--- src/rtl/enemy_pkg.sv ---
// Shared types and constants for the multi-enemy wave controller.
// The state encoding is visible on debug ports and fixed at 2 bits.
package enemy_pkg;

    typedef enum logic [1:0] {
        S_SPAWN_WAIT = 2'd0,
        S_UPDATE     = 2'd1,
        S_WAIT       = 2'd2,
        S_PICK       = 2'd3
    } enemy_state_t;

    // Fibonacci LFSR, taps 24,23,22,17 expressed as 0-based bit indices.
    localparam int LFSR_W     = 24;
    localparam int LFSR_TAP_A = 23;
    localparam int LFSR_TAP_B = 22;
    localparam int LFSR_TAP_C = 21;
    localparam int LFSR_TAP_D = 16;

    localparam int PICK_STRIDE = 3;
    localparam int PICK_SPAN   = 22;

    // The countdown needs headroom above the drawn range for INIT_DELAY+i.
    function automatic int delay_cnt_w(input int delay_w);
        return delay_w + 4;
    endfunction

    function automatic int health_bus_w(input int num_enemies, input int health_w);
        return num_enemies * health_w;
    endfunction

    function automatic int pick_offset(input int ch);
        return (PICK_STRIDE * ch) % PICK_SPAN;
    endfunction

endpackage

--- src/rtl/enemy_channel_fsm.sv ---
// One enemy channel: lifecycle FSM, respawn countdown and health counter.
// kill_evt is the combinational 1->0 event; kill_pulse is its registered form.
module enemy_channel_fsm
    import enemy_pkg::*;
#(
    parameter int HEALTH_W   = 3,
    parameter int MAX_HEALTH = 2,
    parameter int DELAY_W    = 2,
    parameter int INIT_DELAY = 1
) (
    input  logic                 clk,
    input  logic                 resetn,
    input  logic                 tick,
    input  logic                 update_pulse,
    input  logic                 bottom_reached,
    input  logic                 hit_bullet,
    input  logic                 hit_player,
    input  logic [DELAY_W-1:0]   pick_bits,
    output logic                 in_reset,
    output logic                 update_en,
    output logic                 active,
    output logic [HEALTH_W-1:0]  health,
    output logic                 kill_evt,
    output logic                 kill_pulse,
    output logic [DELAY_W+3:0]   delay,
    output logic [1:0]           state_dbg
);

    localparam int DCW = delay_cnt_w(DELAY_W);

    enemy_state_t state;
    enemy_state_t state_nx;
    logic         hit_ok;

    always_ff @(posedge clk or negedge resetn) begin
        if (!resetn) begin
            state <= S_SPAWN_WAIT;
        end else begin
            state <= state_nx;
        end
    end

    always_comb begin
        state_nx = state;
        case (state)
            S_SPAWN_WAIT: if (tick && (delay == '0)) state_nx = S_UPDATE;
            S_UPDATE: begin
                if (bottom_reached || hit_player || (health == '0)) state_nx = S_PICK;
                else                                                 state_nx = S_WAIT;
            end
            S_WAIT:       if (update_pulse) state_nx = S_UPDATE;
            S_PICK:       state_nx = S_SPAWN_WAIT;
            default:      state_nx = S_SPAWN_WAIT;
        endcase
    end

    always_comb begin
        in_reset  = (state == S_SPAWN_WAIT);
        update_en = (state == S_UPDATE);
        active    = (state == S_UPDATE) || (state == S_WAIT);
        hit_ok    = active && hit_bullet && (health != '0);
        kill_evt  = hit_ok && (health == HEALTH_W'(1));
        state_dbg = state;
    end

    // A zero delay still waits one tick, so delay d spans d+1 ticks.
    always_ff @(posedge clk or negedge resetn) begin
        if (!resetn) begin
            delay      <= DCW'(INIT_DELAY);
            health     <= HEALTH_W'(MAX_HEALTH);
            kill_pulse <= 1'b0;
        end else begin
            kill_pulse <= kill_evt;
            if ((state == S_SPAWN_WAIT) && tick) begin
                if (delay == '0) health <= HEALTH_W'(MAX_HEALTH);
                else             delay  <= delay - DCW'(1);
            end
            if (hit_ok) health <= health - HEALTH_W'(1);
            if (state == S_PICK) delay <= {{(DCW-DELAY_W){1'b0}}, pick_bits} + DCW'(1);
        end
    end

endmodule

--- src/rtl/enemy_wave_ctrl.sv ---
// Multi-enemy lifecycle controller: shared tick prescaler, shared LFSR and kill
// counter around NUM_ENEMIES channel FSMs. resetn release is assumed clk-synchronous.
module enemy_wave_ctrl
    import enemy_pkg::*;
#(
    parameter int          NUM_ENEMIES = 4,
    parameter int          HEALTH_W    = 3,
    parameter int          MAX_HEALTH  = 2,
    parameter int          DELAY_W     = 2,
    parameter int          TICK_CYCLES = 25000000,
    parameter int          INIT_DELAY  = 1,
    parameter logic [23:0] LFSR_SEED   = 24'hACE1,
    parameter int          KILL_W      = 8
) (
    input  logic                                            clk,
    input  logic                                            resetn,
    input  logic                                            update_pulse,
    input  logic [NUM_ENEMIES-1:0]                          bottom_reached,
    input  logic [NUM_ENEMIES-1:0]                          hit_bullet,
    input  logic [NUM_ENEMIES-1:0]                          hit_player,
    output logic [NUM_ENEMIES-1:0]                          in_reset,
    output logic [NUM_ENEMIES-1:0]                          update_en,
    output logic [NUM_ENEMIES-1:0]                          active,
    output logic [health_bus_w(NUM_ENEMIES, HEALTH_W)-1:0]  health,
    output logic [NUM_ENEMIES-1:0]                          kill_pulse,
    output logic [KILL_W-1:0]                               kill_count,
    output logic [delay_cnt_w(DELAY_W)-1:0]                 delay0,
    output logic [2*NUM_ENEMIES-1:0]                        dbg_state
);

    localparam int PRE_W  = $clog2(TICK_CYCLES);
    localparam int DCW    = delay_cnt_w(DELAY_W);
    localparam int KSUM_W = KILL_W + 4;
    localparam logic [KSUM_W-1:0] KILL_SAT = KSUM_W'({KILL_W{1'b1}});

    logic [PRE_W-1:0]       prescale;
    logic                   tick;
    logic [LFSR_W-1:0]      lfsr;
    logic                   lfsr_fb;
    logic [NUM_ENEMIES-1:0] kill_evt;
    logic [KSUM_W-1:0]      kill_sum;
    logic [KILL_W-1:0]      kill_nx;

    assign tick = (prescale == '0);

    always_ff @(posedge clk or negedge resetn) begin
        if (!resetn)   prescale <= PRE_W'(TICK_CYCLES - 1);
        else if (tick) prescale <= PRE_W'(TICK_CYCLES - 1);
        else           prescale <= prescale - PRE_W'(1);
    end

    // XNOR feedback: all-ones is the only lock-up state and is unreachable.
    assign lfsr_fb = ~(lfsr[LFSR_TAP_A] ^ lfsr[LFSR_TAP_B] ^ lfsr[LFSR_TAP_C] ^ lfsr[LFSR_TAP_D]);

    always_ff @(posedge clk or negedge resetn) begin
        if (!resetn) lfsr <= LFSR_SEED;
        else         lfsr <= {lfsr[LFSR_W-2:0], lfsr_fb};
    end

    always_comb begin
        kill_sum = KSUM_W'(kill_count);
        for (int i = 0; i < NUM_ENEMIES; i++) begin
            kill_sum = kill_sum + KSUM_W'(kill_evt[i]);
        end
        kill_nx = (kill_sum > KILL_SAT) ? '1 : KILL_W'(kill_sum);
    end

    always_ff @(posedge clk or negedge resetn) begin
        if (!resetn) kill_count <= '0;
        else         kill_count <= kill_nx;
    end

    for (genvar g = 0; g < NUM_ENEMIES; g++) begin : g_ch
        logic [DELAY_W-1:0] pick_bits;
        logic [DCW-1:0]     delay_ch;

        assign pick_bits = DELAY_W'({lfsr, lfsr} >> pick_offset(g));

        enemy_channel_fsm #(
            .HEALTH_W   (HEALTH_W),
            .MAX_HEALTH (MAX_HEALTH),
            .DELAY_W    (DELAY_W),
            .INIT_DELAY (INIT_DELAY + g)
        ) u_ch (
            .clk            (clk),
            .resetn         (resetn),
            .tick           (tick),
            .update_pulse   (update_pulse),
            .bottom_reached (bottom_reached[g]),
            .hit_bullet     (hit_bullet[g]),
            .hit_player     (hit_player[g]),
            .pick_bits      (pick_bits),
            .in_reset       (in_reset[g]),
            .update_en      (update_en[g]),
            .active         (active[g]),
            .health         (health[g*HEALTH_W +: HEALTH_W]),
            .kill_evt       (kill_evt[g]),
            .kill_pulse     (kill_pulse[g]),
            .delay          (delay_ch),
            .state_dbg      (dbg_state[2*g +: 2])
        );

        // Only channel 0's countdown is wired to the HEX display.
        if (g == 0) begin : g_show
            assign delay0 = delay_ch;
        end else begin : g_hide
            logic [DCW-1:0] unused_delay;
            assign unused_delay = delay_ch;
        end
    end

endmodule
--- config.mk ---
export PLATFORM = sky130hd
export DESIGN_NAME = enemy_wave_ctrl
export DESIGN_NICKNAME = d
export VERILOG_FILES = /design/src/rtl/enemy_pkg.sv /design/src/rtl/enemy_channel_fsm.sv /design/src/rtl/enemy_wave_ctrl.sv
export SDC_FILE = /design/constraint.sdc
export NUM_CORES = 1
export LEC_CHECK = 0
export CORE_UTILIZATION = 50
export CTS_BUF_LIST = sky130_fd_sc_hd__clkbuf_8
export DETAILED_ROUTE_END_ITERATION = 8
export GPL_TIMING_DRIVEN = 0
export PLACE_DENSITY_LB_ADDON = 0.2
export SETUP_SLACK_MARGIN = 0.1
export SYNTH_ARGS = -nofsm -noshare
export SYNTH_HDL_FRONTEND = slang
export SYNTH_SLANG_ARGS = --single-unit
--- constraint.sdc ---
create_clock -name clk -period 6.6 [get_ports clk]
set_input_delay 0.66 -clock clk [delete_from_list [all_inputs] [get_ports clk]]
set_output_delay 0.66 -clock clk [all_outputs]
set_load 0.05 [all_outputs]
==> flow_summary.ini <==
[cells_and_area]
register_area_mm2 = 0.00267
n_fill_cell = 910
design_area_mm2 = 0.00663
multi_input_area_mm2 = 0.00263
antenna_cells = 0
finish.utilization_pct = 60.9
nets = 660
drive_above_1_share_pct = 17.5
area_growth_pct = 17.8

[place]
detailed_place_hpwl_um = 8170
dpl_cell_area_mm2 = 0.00647
place_congestion = 0.787
numPortBuffers = 64

[detailed_routing]
drtPass1Iterations = 4
drtIter0Drc = 137
ant_nets = 0
wl_um = 11300
vias = 4007
via_per_inst = 5.38
wl_per_cell_um = 15.2
drc = 0

[yosys]
synth_common_cells = 71 x dfrtp_1, 47 x nor2_1, 45 x inv_1
syn_inst = 524
synth_edf_count = 0
seq_area_frac_synth_pct = 47.5
synth_area_mm2 = 0.00563
yosys.area.top_type = dfrtp_1
synth_area_per_cell_um2 = 10.7
yosysTopAreaCellShare_pct = 31.6
synth_ff_type = dfrtp_1
yosys-top-cells-area = dfrtp_1 32%, dfstp_2 16%, ha_1 9.3%
yosysMostFrequentCell = dfrtp_1
syn_nets = 584
async_reset_ff_share_pct = 100
ys_seq_elements = 105
synth_warnings = 0
synth.distinct_cells = 60

[grt]
grt_pass1_wl_um = 19100
track_usage_pct = 21.3
antenna_found_initial = 0
use_met3_pct = 5.61
grt_overflow_total = 0
grt-busiest-layer = met2
use_met2_pct = 34.8
grt_pass1_vias = 4052
grt_start_max_net_pins = 63
gr-usage-met1_pct = 27.5

[setup_path]
critPathMaxStageDelay_ns = 0.51
crit_slowest_cell = fa_1
crit_fanout = 7
crit_arrival_ns = 3.63
crit_chain = inv_1 -> ha_1 -> and3_1 -> clkbuf_1 -> and3b_1 -> fa_1 -> inv_1 -> fa_1 -> fa_1 -> inv_1 -> a31oi_1 -> a41oi_1
r2r_slack_ns = 3.27
startpoint_type = register
reg2reg_to = kill_count[6]$_DFF_PN0_
path_class = register to register
crit_required_ns = 6.91
crit-reg2reg-launch = g_ch[0].u_ch.state_dbg[0]$_DFFE_PN0P_
crit_path_end_kind = register
ff2ff_path_depth = 12

[timing]
drv_slew = 0
rsz0062_at_grt = no
worst-slew-pin-transition_ns = 0.786
fin_skew_ns = 0.0123
setup_viol = 0
fin_crit_sh_pct = 50.4
maxSlewHeadroom_pct = 47.6
max_freq_mhz = 301
hold_viol_final = 0
final.setup.tns_ns = 0
timing.hold.ws_ns = 0.349
period_needed_ns = 3.33

[clock_network]
cts-root-buf = clkbuf_8
cts_tree = built
cts_inserted_buffers = 9
cts_resized = 0
ctsHoldBuffers = 0
clockBufferDepth = 2
clkTransAtPathRegs_ns = 0.10
cts.sinks = 105
cts_setup_buffers = 0
cts_htree_levels = 3
clock_latency_ns = 0.38

[run]
cap_violations = 0

[power]
leakagePower_nw = 3.00
peakVddDrop_mv = 0.309
power_mw = 2.71
powerDensity_mw_per_mm2 = 409

[hold_path]
hold_start = lfsr[12]$_DFF_PN0_
hp-class = register to register
holdPathStages = 0
hold_end = lfsr[13]$_DFF_PN1_

[floorplanning]
die_width_um = 108
core.rowCount = 38
coreArea_mm2 = 0.0109
ioPinCount = 65
initial_core_util_pct = 51.7
die_h_um = 108
die_area_mm2 = 0.0117

[outcome]
outcome = finished clean
==> layout make-up <==
| class | instances | share of cell area (%) |
|---|---|---|
| multi-input cells | 350 | 39.7 |
| inverters | 45 | 2.55 |
| clock buffers | 9 | 1.87 |
| repair buffers | 65 | 10.0 |
| plain buffers | 24 | 2.32 |
| well taps | 140 | 2.64 |
| flip-flops and latches | 105 | 40.3 |
| clock inverters | 7 | 0.585 |
==> how the worst max path moves through the flow <==
stage | from | to | slack, ns | depth (start not counted)
finish | g_ch[0].u_ch.state_dbg[0]$_DFFE_PN0P_ | kill_count[6]$_DFF_PN0_ | 3.27 | 12
global route | g_ch[0].u_ch.state_dbg[0]$_DFFE_PN0P_ | kill_count[6]$_DFF_PN0_ | 3.03 | 12
CTS | g_ch[0].u_ch.state_dbg[0]$_DFFE_PN0P_ | kill_count[6]$_DFF_PN0_ | 3.25 | 12
detailed placement | hit_bullet[0] | kill_count[6]$_DFF_PN0_ | 3.05 | 11
global placement | resetn | kill_count[3]$_DFF_PN0_ | 0.92 | 1
floorplan | g_ch[0].u_ch.state_dbg[0]$_DFFE_PN0P_ | kill_count[6]$_DFF_PN0_ | 3.19 | 12
==> through the flow <==
step / worst slack, ns / instances
floorplan: 3.19 / 524
global placement: 0.916 / 728
detailed placement: 3.05 / 729
CTS: 3.25 / 745
global route: 3.03 / 745
finish: 3.27 / 745
==> critical path: cells and delay by family (launching register included) <==
kind,cells,cell delay [ns]
AND/OR/NAND/NOR,2,0.40
AO/OA/AOI/OAI,2,0.26
buffers and inverters,4,0.47
flip-flops,1,0.42
adder cells (fa/ha/maj),4,1.69
==> state kept, by name, summed over array words and instances (netlist names) <==
signal,cells
g_ch.u_ch.delay,24
g_ch.u_ch.health,12
g_ch.u_ch.kill_pulse,4
g_ch.u_ch.state_dbg,8
kill_count,8
lfsr,24
prescale,25
==> power breakdown <==
group / switching (mW) / total, mW / leakage, nW / internal (mW)
registers: 0.113 / 0.886 / 1.24 / 0.773
logic: 0.909 / 1.47 / 1.67 / 0.559
clock network: 0.222 / 0.356 / 0.0860 / 0.133
total: 1.25 / 2.71 / 3.00 / 1.47
==> logic make-up (layout without fill, tap and decap cells) <==
| family | Yosys count | count (layout) | share of synthesized area, % |
|---|---|---|---|
| buffers and inverters | 69 | 150 | 5.74 |
| muxes | 24 | 24 | 4.58 |
| adders and majority gates | 45 | 45 | 10.4 |
| and+or+nand+nor | 190 | 190 | 20.2 |
| AOI/OAI and AO/OA | 58 | 58 | 6.52 |
| DFF | 105 | 105 | 47.5 |
| xor gates and xnor gates | 33 | 33 | 5.14 |
==> layer usage <==
layer	wire length, um	vias up
li1	-	1934
met1	5210	1986
met2	5470	75
met3	443	12
met4	185	0
met5	0	-
==> placed cells by master (no fill, tap or decap), types with 6 or more instances in the layout <==
| cell type | netlist | final |
|---|---|---|
| dfrtp_1 | 71 | 71 |
| clkdlybuf4s50_1 | 0 | 63 |
| nor2_1 | 47 | 47 |
| inv_1 | 45 | 46 |
| ha_1 | 42 | 42 |
| dfstp_2 | 34 | 34 |
| nand2_1 | 28 | 28 |
| xnor2_1 | 25 | 25 |
| a21oi_1 | 17 | 17 |
| buf_4 | 16 | 17 |
| nand3_1 | 13 | 13 |
| mux2_2 | 12 | 12 |
| nor3_1 | 11 | 11 |
| nand4_1 | 10 | 10 |
| o21ai_0 | 10 | 10 |
| mux2i_1 | 10 | 10 |
| nor2b_1 | 10 | 10 |
| clkbuf_8 | 0 | 9 |
| and3_1 | 8 | 8 |
| a31oi_1 | 8 | 8 |
| nor4_1 | 8 | 8 |
| xor2_1 | 8 | 8 |
| nand2b_1 | 6 | 6 |
| or3_1 | 6 | 6 |
No activity file was read; power rests on OpenSTA's default activity.
